--- src/rtl/game_music_player.sv ---
// Background-music sequencer: picks a ROM track from oxygen and win/loss
// status, steps ROM addresses per sample tick and feeds the audio codec.
//
// Ports:
//   CLOCK_50, resetn            clock, synchronous active-low reset
//   oxy_hi, oxy_lo              oxygen countdown as two BCD digits
//   game_win, game_loss         win pulse (latched), loss level
//   mute, vol_shift             force silence, left-shift volume
//   audio_out_allowed           codec ready, mirrored to write_audio_out
//   q_full/q_low/q_danger/q_win ROM samples, one cycle after the address
//   long_addr, short_addr       ROM addresses (full+win, low+danger)
//   audio_left, audio_right     scaled sample held between captures
//   write_audio_out             codec write strobe
//   sample_tick                 one-cycle pulse per sample period
//   track_state                 current state code
module game_music_player #(
    parameter int CLK_DIV       = 6250,
    parameter int ADDR_W        = 16,
    parameter int SAMPLE_W      = 8,
    parameter int OUT_W         = 32,
    parameter int LONG_LEN      = 64000,
    parameter int SHORT_LEN     = 32000,
    parameter int LOW_THRESH    = 12,
    parameter int DANGER_THRESH = 8,
    parameter int WIN_LOOP      = 0
) (
    input  logic                CLOCK_50,
    input  logic                resetn,
    input  logic [3:0]          oxy_hi,
    input  logic [3:0]          oxy_lo,
    input  logic                game_win,
    input  logic                game_loss,
    input  logic                mute,
    input  logic [2:0]          vol_shift,
    input  logic                audio_out_allowed,
    input  logic [SAMPLE_W-1:0] q_full,
    input  logic [SAMPLE_W-1:0] q_low,
    input  logic [SAMPLE_W-1:0] q_danger,
    input  logic [SAMPLE_W-1:0] q_win,
    output logic [ADDR_W-1:0]   long_addr,
    output logic [ADDR_W-1:0]   short_addr,
    output logic [OUT_W-1:0]    audio_left,
    output logic [OUT_W-1:0]    audio_right,
    output logic                write_audio_out,
    output logic                sample_tick,
    output logic [2:0]          track_state
);

    typedef enum logic [2:0] {
        SILENT = 3'd0,
        FULL   = 3'd1,
        LOW    = 3'd2,
        DANGER = 3'd3,
        WIN    = 3'd4,
        LOSS   = 3'd5,
        DONE   = 3'd6
    } state_t;

    localparam int CNT_W = $clog2(CLK_DIV + 1);
    localparam logic [CNT_W-1:0]  DIV_MAX   = CNT_W'(CLK_DIV - 1);
    localparam logic [ADDR_W-1:0] LONG_MAX  = ADDR_W'(LONG_LEN - 1);
    localparam logic [ADDR_W-1:0] SHORT_MAX = ADDR_W'(SHORT_LEN - 1);
    localparam logic [7:0]        LOW_T     = 8'(LOW_THRESH);
    localparam logic [7:0]        DANGER_T  = 8'(DANGER_THRESH);

    logic [CNT_W-1:0]    div_cnt;
    logic [7:0]          ox;
    logic                win_lock;
    state_t              state;
    state_t              state_nxt;
    state_t              target;
    state_t              st_d1;
    logic [ADDR_W-1:0]   long_nxt;
    logic [ADDR_W-1:0]   short_nxt;
    logic                tick_d1;
    logic                tick_d2;
    logic [SAMPLE_W-1:0] sel;
    logic [OUT_W-1:0]    scaled;
    logic [OUT_W-1:0]    audio_q;

    assign sample_tick     = (div_cnt == DIV_MAX);
    assign ox              = {4'd0, oxy_hi} * 8'd10 + {4'd0, oxy_lo};
    assign track_state     = state;
    assign write_audio_out = audio_out_allowed;
    assign audio_left      = audio_q;
    assign audio_right     = audio_q;

    always_ff @(posedge CLOCK_50) begin
        if (!resetn) begin
            div_cnt <= '0;
        end else if (sample_tick) begin
            div_cnt <= '0;
        end else begin
            div_cnt <= div_cnt + 1'b1;
        end
    end

    // Sticky so a one-cycle win pulse still selects the win track.
    always_ff @(posedge CLOCK_50) begin
        if (!resetn) begin
            win_lock <= 1'b0;
        end else if (game_win) begin
            win_lock <= 1'b1;
        end
    end

    always_comb begin
        target = FULL;
        if (win_lock) begin
            target = WIN;
        end else if (game_loss) begin
            target = LOSS;
        end else if (ox < DANGER_T) begin
            target = DANGER;
        end else if (ox < LOW_T) begin
            target = LOW;
        end
    end

    always_ff @(posedge CLOCK_50) begin
        if (!resetn) begin
            state      <= SILENT;
            long_addr  <= '0;
            short_addr <= '0;
        end else begin
            state      <= state_nxt;
            long_addr  <= long_nxt;
            short_addr <= short_nxt;
        end
    end

    // A track change restarts both ROMs; DONE ignores the target.
    always_comb begin
        state_nxt = state;
        long_nxt  = long_addr;
        short_nxt = short_addr;
        if (sample_tick && state != DONE) begin
            if (target != state) begin
                state_nxt = target;
                long_nxt  = '0;
                short_nxt = '0;
            end else if (state inside {FULL, LOW, DANGER, WIN}) begin
                if (state == WIN && WIN_LOOP == 0
                    && long_addr == LONG_MAX) begin
                    state_nxt = DONE;
                    long_nxt  = '0;
                    short_nxt = '0;
                end else begin
                    long_nxt  = (long_addr == LONG_MAX)
                                ? '0 : long_addr + 1'b1;
                    short_nxt = (short_addr == SHORT_MAX)
                                ? '0 : short_addr + 1'b1;
                end
            end
        end
    end

    // Tick delayed twice: ROM data for the new address is valid one
    // cycle after the tick edge and is captured on the following edge.
    always_ff @(posedge CLOCK_50) begin
        if (!resetn) begin
            tick_d1 <= 1'b0;
            tick_d2 <= 1'b0;
            st_d1   <= SILENT;
        end else begin
            tick_d1 <= sample_tick;
            tick_d2 <= tick_d1;
            st_d1   <= state;
        end
    end

    always_comb begin
        sel = '0;
        case (st_d1)
            FULL:    sel = q_full;
            LOW:     sel = q_low;
            DANGER:  sel = q_danger;
            WIN:     sel = q_win;
            default: sel = '0;
        endcase
    end

    assign scaled = OUT_W'(sel) << vol_shift;

    always_ff @(posedge CLOCK_50) begin
        if (!resetn) begin
            audio_q <= '0;
        end else if (tick_d2) begin
            audio_q <= mute ? '0 : scaled;
        end
    end

endmodule
--- config.mk ---
export PLATFORM = sky130hd
export DESIGN_NAME = game_music_player
export DESIGN_NICKNAME = d
export VERILOG_FILES = /design/src/rtl/game_music_player.sv
export SDC_FILE = /design/constraint.sdc
export NUM_CORES = 1
export LEC_CHECK = 0
export ABC_AREA = 1
export CELL_PAD_IN_SITES_DETAIL_PLACEMENT = 1
export CELL_PAD_IN_SITES_GLOBAL_PLACEMENT = 2
export CORE_ASPECT_RATIO = 0.7
export CORE_MARGIN = 3
export CORE_UTILIZATION = 25
export DETAILED_ROUTE_END_ITERATION = 7
export GPL_TIMING_DRIVEN = 0
export PLACE_DENSITY = 0.92
export SLEW_MARGIN = 20
export SYNTH_ARGS = -nofsm -noshare
export SYNTH_HDL_FRONTEND = slang
export SYNTH_SLANG_ARGS = --single-unit
--- constraint.sdc ---
create_clock -name CLOCK_50 -period 3.6 [get_ports CLOCK_50]
set_input_delay 0.36 -clock CLOCK_50 [delete_from_list [all_inputs] [get_ports CLOCK_50]]
set_output_delay 0.36 -clock CLOCK_50 [all_outputs]
set_load 0.1 [all_outputs]
Word-level counts from Yosys, hierarchy flattened
Index checks and enable logic that the tools add are counted.
{ "classes": {"n_addsub": 4, "n_mul": 1, "order_cmp": 2, "n_eq_ne": 13, "shifts": 1, "n_mux": 17, "n_bitwise": 1, "n_reduce_logical": 8} }
{ "op_table": {"columns": ["cell", "n"], "rows": [
  ["two-way mux 16 bit", 8],
  ["adder 16 x 1 -> 16 bit (second input constant)", 2],
  ["two-way mux 32 bit", 1],
  ["one-hot mux 8 bit (4 select lines)", 1],
  ["<< shifter 8 x 3 -> 32 bit", 1],
  ["equality test 16 x 15 -> 1 bit (second input constant)", 1],
  ["equality test 16 bit (second input constant)", 1],
  ["< comparator 8 x 4 -> 1 bit (second input constant)", 2],
  ["two-way mux 3 bit", 5],
  ["adder 13 x 1 -> 13 bit (second input constant)", 1],
  ["equality test 13 bit (second input constant)", 1],
  ["equality test 3 x 2 -> 1 bit (second input constant)", 4],
  ["adder 8 x 4 -> 8 bit", 1],
  ["multiplier 4 x 3 -> 7 bit (second input constant)", 1],
  ["equality test 3 x 1 -> 1 bit (second input constant)", 2],
  ["equality test 3 bit (second input constant)", 2],
  ["two-way mux 2 bit", 2],
  ["nonzero test 2 bit", 2],
  ["nonzero test 4 bit", 1],
  ["inequality test 3 bit", 1],
  ["inequality test 3 bit (second input constant)", 1],
  ["AND reduction 3 bit", 1],
  ["logical AND 1 bit", 2],
  ["AND reduction 2 bit", 1],
  ["2 further kinds", 2]
]} }
{ "word_totals": {"reg_bits": 86, "inputBits": 49, "out_inout_bits": 101, "wordCells": 56} }

Longest topological paths before layout
Gate-level depths: netlist of run 1.
{ "depth": {"ltp_word": 10, "ltp_mapped": 20, "depth_no_buf": 19} }

Least setup slack after synthesis of run 1
OpenSTA, ideal clock, no wires.
{ "synth_path": {"path_kind": "input-to-reg", "startpoint": "in oxy_hi[1]", "endpoint": "reg long_addr[11]", "setup_time_ns": 0.070, "t_arrival_ns": 2.717, "required_time_ns": 3.530, "slack_ns": 0.814, "cell_stages": 19, "n_path_buf": 2, "path_cell_list": "ha_1 ha_1 fa_1 nand2_1 inv_2 nand3_1 nand2_1 nand3_1 nand2_2 nand3_2 nand2_2 inv_2 nor2_4 nand3_2 nand2_2 buf_6 buf_12 nand2_2 a21oi_2"} }
{ "synth_between": {"elab_chain_len": 10, "elab_cells_between_ends": 12, "cone_classes": "add/sub: 1; mul: 1; order compare: 2; eq/ne: 1; mux: 5; reduce/logical: 2"} }
{ "synth_rtl": {"columns": ["item", "line", "rtl"], "rows": [
  ["start: declaration", "29", "input logic [3:0] oxy_hi,"],
  ["multiplier 4 x 3 -> 7 bit (*)", "82", "assign ox = {4'd0, oxy_hi} * 8'd10 + {4'd0, oxy_lo};"],
  ["adder 8 x 4 -> 8 bit (*)", "82", null],
  ["< comparator 8 x 4 -> 1 bit", "115", "end else if (ox < LOW_T) begin"],
  ["two-way mux 2 bit", "115", null],
  ["two-way mux 2 bit (*)", "113", "end else if (ox < DANGER_T) begin"],
  ["two-way mux 3 bit (*)", "111", "end else if (game_loss) begin"],
  ["two-way mux 3 bit (*)", "109", "if (win_lock) begin"],
  ["inequality test 3 bit (*)", "138", "if (target != state) begin"],
  ["nonzero test 2 bit (no line)", null, null],
  ["AND reduction 2 bit (no line)", null, null],
  ["end signal: assignment", "127", "long_addr <= long_nxt;"],
  ["end: declaration", "40", "output logic [ADDR_W-1:0] long_addr,"]
]} }
Every way passes the cells marked *; elsewhere a longest branch is shown, timed or not.
A chain may end at the register's enable or synchronous reset.

Worst setup path in the final report of run 1
{ "layout_path": {"startpoint": "in oxy_hi[3]", "endpoint": "reg long_addr[12]"} }
The elaborated chain is that of the path after synthesis.

==> results.ini, run 1 <==
[outcome]
status=complete, no violations

[critical_path]
crit_fanout=10
path_class=in -> reg
r2r_slack_ps=1040
required_ps=3870
cp-end-kind=register
crit_slowest_cell=clkdlybuf4s50_1
r2r-start=long_addr[1]$_SDFFE_PN0P_
cpPeakStageDelay_ps=550
cp_cell_sequence=clkdlybuf4s50_1, ha_1, ha_1, fa_1, nand2_1, inv_2, nand3_1, nand2_1, nand3_1, nand2_2, nand3_2, nand3_1, nand2_1, nor2_1, buf_4, buf_4, nand4_1, a21oi_2
crit_start=oxy_hi[3]
timing.rr.end=short_addr[0]$_SDFFE_PN0P_
reg2reg_depth=11
critPathArrivalTime_ps=3570
critPathLaunchType=primary input

[die]
die_width_um=173.5
die_y_um=123.3
row_count=42
ios=150
die_area_sq_um=21380
start_util_pct=25.74
core_sq_um=19080

[yosys]
synth.most_common_cell=nand2_1
ys_ff_latch=69
ys_warn_count=0
synth_ff_type=dfxtp_1
yosysTopAreaCell=dfxtp_1
ys_types=44
synth_top_area_share_pct=28.13
ys_seq_area_share_pct=28.13
synth_area_sq_um=4910
ys_top_cells_by_area=dfxtp_1, nand2_1, buf_4, inv_1, nor2_1
synthArstFlopShare_pct=0
synth_edf_count=0
synth_cells=737
yosys-top-cells-count=nand2_1, inv_1, nor2_1, dfxtp_1, buf_4
syn-mean-instance-area_sq_um=6.662

[min_path]
worstHoldPathType=reg -> reg
min_from=tick_d1$_SDFF_PN0_
holdPathStages=2
holdPathEnd=tick_d2$_SDFF_PN0_

[clock_network]
cts_hold_buf=0
htree_num_levels=3
ctsLongestPathBuffers=2
clock-sinks=69
root_buffer=clkbuf_16
cts_resized=0
cts_tree=yes
path_clk_slew_ps=60
cts_inserted_buffers=9
clk_latency_ps=340
post_cts_buffers=0

[timing]
max_freq_mhz=303.5
worstMarginPinSlew_ps=1055
period_minus_slack_ps=3295
slew_violations=0
hold_viol_final=0
max-slew-margin-rel_pct=29.47
min_period_over_period_pct=91.53
fin_tns_setup_ps=0
finalSetupViolCount=0
fin_skew_ps=11.86
rsz0062_at_grt=no

[final_layout]
area_growth_pct=38.05
diodes=0
drive_above_1_share_pct=13.04
final_nets=955
utilization_pct=35.53

[detailed_routing]
dr.first_iter.drc_count=234
drtAntennaViolNets=0
vias=5166
drt_pre_antenna_iters=4
drc=0
routedWlPerCell_um=13.65
wirelength_um=15840
viasPerCell=4.450

[pwr]
p_leak_uw=0.002796
ir_drop_mv=0.1715
power_density_nw_per_um2=301.7

[global_route]
overflow=0
antenna_found_initial=0
grt_pass1_vias=5196
grt_use_total_pct=14.87
grt_pass1_wl_um=26060
grt_max_degree=12

[place]
hpwl_um=12700
routabilityCongestion=0.8130
numPortBuffers=112

[flow_run]
drv_cap=0

[state kept, by name (all words and copies together) (netlist names)]
| register | flops |
|---|---|
| track_state | 3 |
| tick_d2 | 1 |
| short_addr | 16 |
| st_d1 | 3 |
| audio_left | 15 |
| win_lock | 1 |
| long_addr | 16 |
| tick_d1 | 1 |
| div_cnt | 13 |
[cells by family (layout without fill, tap and decap cells)]
kind of cell	Yosys count	count (layout)	synth area share, %
flip-flops	69	69	28.13
AND/OR/NAND/NOR	374	374	35.30
other	1	34	0.07638
AO/OA/AOI/OAI	91	91	11.19
multiplexers	2	2	0.4078
XOR/XNOR	23	23	4.103
adder cells (fa/ha/maj)	13	13	3.619
buffers and inverters	164	291	17.18
[routing by layer]
layer	wire, um	vias up	track usage, %
li1	-	2648	-
met5	0	-	0
met4	124	0	2.986
met3	740	12	3.745
met2	6976	92	23.90
met1	8001	2414	20.37
[metrics by stage]
stage / setup slack, ps / area [sq um] / total power, uW / hold WS (ps) / cells
6_report: 305.1 / 6778 / 2045 / 414.5 / 1161
5_1_grt: 4.128 / 6778 / 2129 / 450.8 / 1161
4_1_cts: 270.3 / 6778 / 2066 / 419.3 / 1161
3_5_place_dp: -85.05 / 6485 / 1166 / 406.3 / 1146
3_3_place_gp: -6.155 / 6485 / 1161 / 401.7 / 1146
2_1_floorplan: 813.9 / 5034 / 1080 / 390.5 / 770
[layout make-up]
cell class              count  area [sq um]
multi-input cells         537          2809
fillers                  2438         12300
clock buffers              12         246.5
well taps                 264         330.3
flip-flops and latches     69          1381
repair buffers            112          1121
inverters                  90         337.8
plain buffers              74         505.5
clock inverters             3         46.29
[report_power, final]
group / leakage, uW / switching [uW] / internal [uW] / total [uW]
combinational: 0.00210 / 265 / 113 / 378
sequential: 0.000556 / 3.45 / 767 / 771
clock: 0.000139 / 343 / 553 / 896
total: 0.00280 / 611 / 1430 / 2040
[critical path, delay by kind of cell]
kind / cells / cell delay, ps
AO/OA/AOI/OAI: 1 / 160
adder cells (fa/ha/maj): 3 / 1010
buffers and inverters: 4 / 1040
AND/OR/NAND/NOR: 10 / 1000
[how the worst max path moves through the flow]
stage / depth (start not counted) / slack, ps / endpoint
after CTS: 18 / 270 / long_addr[12]$_SDFFE_PN0P_
final: 18 / 310 / long_addr[12]$_SDFFE_PN0P_
after global routing: 18 / 4 / long_addr[12]$_SDFFE_PN0P_
after floorplan: 19 / 810 / long_addr[11]$_SDFFE_PN0P_
after detailed placement: 18 / -90 / long_addr[12]$_SDFFE_PN0P_
after global placement: 18 / -6 / long_addr[9]$_SDFFE_PN0P_
[cells in the final DEF, fill, tap and decap left out, drive strengths merged, types with 5 or more instances in the layout]
cell and n:
buf 60, xor2 17, ha 11, clkbuf 26, a21oi 47, clkdlybuf4s50 112
inv 89, dfxtp 69, nor3 12, xnor2 6, conb 34, nor4 7
o2111ai 5, nand4 43, nand3 47, o21ai 23, nor2 80, o211ai 6
nor3b 6, nand2 173
No activity file was read; power rests on OpenSTA's default activity.
==> run 2: changes to the inputs <==
--- a/config.mk
+++ b/config.mk
@@ -8,7 +8,6 @@
 export ABC_AREA = 1
 export CELL_PAD_IN_SITES_DETAIL_PLACEMENT = 1
 export CELL_PAD_IN_SITES_GLOBAL_PLACEMENT = 2
-export CORE_ASPECT_RATIO = 0.7
 export CORE_MARGIN = 3
 export CORE_UTILIZATION = 25
 export DETAILED_ROUTE_END_ITERATION = 7
==> results.ini, run 2 (synthesis gave the netlist of run 1 again) <==
[clock_network]
ctsLongestPathBuffers=2  ; unchanged
cts_tree=yes  ; unchanged
clock-sinks=69  ; unchanged
post_cts_buffers=0  ; unchanged
htree_num_levels=3  ; unchanged
path_clk_slew_ps=50  ; was 60 ps
root_buffer=clkbuf_16  ; unchanged
clk_latency_ps=340  ; about the same
cts_inserted_buffers=9  ; unchanged

[pwr]
switching_power_uw=586.8  ; was 611.4 uW
intPower_uw=1360  ; was 1433 uW
swShare_pct=30.15  ; was 29.90%
p_seq_share_pct=39.6  ; was 37.7%
ir_drop_mv=0.1812  ; was 0.1715 mV
power_density_nw_per_um2=288.7  ; was 301.7 nW/um^2
power_frac_clock_pct=40.9  ; was 43.8%
pwr-share-comb_pct=19.5  ; was 18.5%
p_leak_uw=0.002787  ; was 0.002796 uW
p_total_uw=1947  ; was 2045 uW

[detailed_routing]
vias=5146  ; was 5166
drtAntennaViolNets=0  ; unchanged
drt_pre_antenna_iters=4  ; unchanged
viasPerCell=4.448  ; was 4.450
wirelength_um=15640  ; was 15840 um
drc=0  ; unchanged
dr.first_iter.drc_count=188  ; was 234
routedWlPerCell_um=13.52  ; was 13.65 um

[critical_path]
crit_slowest_cell=clkdlybuf4s50_1  ; unchanged
path_class=in -> reg  ; unchanged
cpPeakStageDelay_ps=530  ; was 550 ps
cp_cell_sequence=clkdlybuf4s50_1, ha_1, ha_1, fa_1, nand2_1, inv_2, nand3_1, nand2_1, nand3_1, nand2_2, nand3_2, nand2_2, nand3_1, nor2_2, buf_4, buf_4, nand4_1, a21oi_2  ; was clkdlybuf4s50_1, ha_1, ha_1, fa_1, nand2_1, inv_2, nand3_1, nand2_1, nand3_1, nand2_2, nand3_2, nand3_1, nand2_1, nor2_1, buf_4, buf_4, nand4_1, a21oi_2
cp-end-kind=register  ; unchanged
required_ps=3860  ; was 3870 ps
cp_top_family=adder cells  ; was buffers and inverters
critPathArrivalTime_ps=3560  ; was 3570 ps
worst-path-buf-inv=4  ; unchanged
path_common_cell=nand3_1
crit_fanout=10  ; unchanged
critPathLaunchType=primary input  ; unchanged

[final_layout]
final_nets=955  ; unchanged
fill_cells=2460  ; was 2438
area_growth_pct=37.33  ; was 38.05%
drive_above_1_share_pct=13.04  ; unchanged
final_cell_mix=nand2_1, clkdlybuf4s50_1, inv_1  ; unchanged
diodes=0  ; unchanged
fin_cells=1157  ; was 1161
final_cell_area_sq_um=6743  ; was 6778 sq um
seqCellArea_sq_um=1381  ; unchanged
multiInputGateArea_sq_um=2811  ; was 2809 sq um
final_common_cell=nand2_1  ; unchanged

[timing]
rsz0062_at_grt=no  ; unchanged
fin_tns_setup_ps=0  ; unchanged
worstMarginPinSlew_ps=1038  ; was 1055 ps
min_period_over_period_pct=91.47  ; was 91.53%
hold_viol_final=0  ; unchanged
finalSetupViolCount=0  ; unchanged
fin_skew_ps=11.45  ; was 11.86 ps
max-slew-margin-rel_pct=30.59  ; was 29.47%
slew_violations=0  ; unchanged
period_minus_slack_ps=3293  ; was 3295 ps
max_freq_mhz=303.7  ; was 303.5 MHz
setup_ws_ps=307.2  ; was 305.1 ps

[die]
ios=150  ; unchanged
row_count=50  ; was 42
die_y_um=146.1  ; was 123.3 um
die_area_sq_um=21360  ; was 21380 sq um
start_util_pct=25.82  ; was 25.74%
core_sq_um=19020  ; was 19080 sq um
die_width_um=146.1  ; was 173.5 um

[global_route]
grt_pass1_vias=5169  ; was 5196
grt_max_degree=11  ; was 12
overflow=0  ; unchanged
grt_use_total_pct=14.42  ; was 14.87%
antenna_found_initial=0  ; unchanged
grt_pass1_wl_um=25820  ; was 26060 um

[place]
placed_area_sq_um=6480  ; was 6485 sq um
numPortBuffers=112  ; unchanged
hpwl_um=12410  ; was 12700 um
dp_slack_ps=-124.9  ; was -85.05 ps
routabilityCongestion=0.8026  ; was 0.8130
dpl.cell_count=1142  ; was 1146

[flow_run]
drv_cap=0  ; unchanged

[min_path]
worstHoldPathType=reg -> reg  ; unchanged

[outcome]
status=complete, no violations  ; unchanged

[run 2: changes by cell type in the layout (fill, tap and decap cells not counted)]
cell	before	now
nor2_1	77	76
clkinv_4	1	0
clkinv_2	0	2
clkinvlp_4	1	0
clkbuf_1	16	17
bufinv_16	1	0
nor2_2	1	2
[run 2: final cells by class]
class / instances / share of cell area (%)
multi-input combinational: 537 / 41.70
sequential: 69 / 20.49
timing repair buffer: 112 / 16.63
buffer: 74 / 7.497
inverter: 90 / 5.010
tap: 260 / 4.825
clock buffer: 13 / 3.711
clock inverter: 2 / 0.1485
[run 2: metal layers]
metal / share of wire [%] / vias up / routed length (um) / track usage [%]
met3: 4.8 / 4 / 754 / 4.066
met2: 50 / 105 / 7793 / 25.24
met5: 0 / - / 0 / 0
met1: 45 / 2389 / 7063 / 18.14
met4: 0.19 / 0 / 29 / 1.929
li1: - / 2648 / - / -
[run 2: metrics by stage]
stage / hold WS [ps] / utilization (%)
CTS: 420.7 / 35.44
floorplan: 390.5 / -
global route: 445.5 / 35.45
detailed placement: 407.3 / 34.07
global placement: 394.5 / 34.07
finish: 416.2 / 35.45
[run 2: what timing repair did]
action	CTS	global route
resized for setup	0	1
hold buffers	0	0
endpoints found under the setup margin	0	6
[run 2: worst paths after layout]
check / slack (ps) / to / cells past startpoint / start
setup / recovery: 310 / long_addr[8]$_SDFFE_PN0P_ / 18 / oxy_hi[3]
hold / removal: 420 / tick_d2$_SDFF_PN0_ / 2 / tick_d1$_SDFF_PN0_
setup reg to reg: 1060 / short_addr[0]$_SDFFE_PN0P_ / 11 / long_addr[0]$_SDFFE_PN0P_
hold reg to reg: 420 / tick_d2$_SDFF_PN0_ / 2 / tick_d1$_SDFF_PN0_
[run 2: worst min-delay path: stages (launching register included)]
cell	delay (ps)
dfxtp_1	300
nand2_1	50
inv_1	40
[run 2: power by group through the flow]
stage               clock network [uW]  registers, uW  logic [uW]
global route                       863            771         407
finish                             796            771         379
detailed placement                   0            788         379
CTS                                831            771         379
global placement                     0            787         374
floorplan                            0            787         294
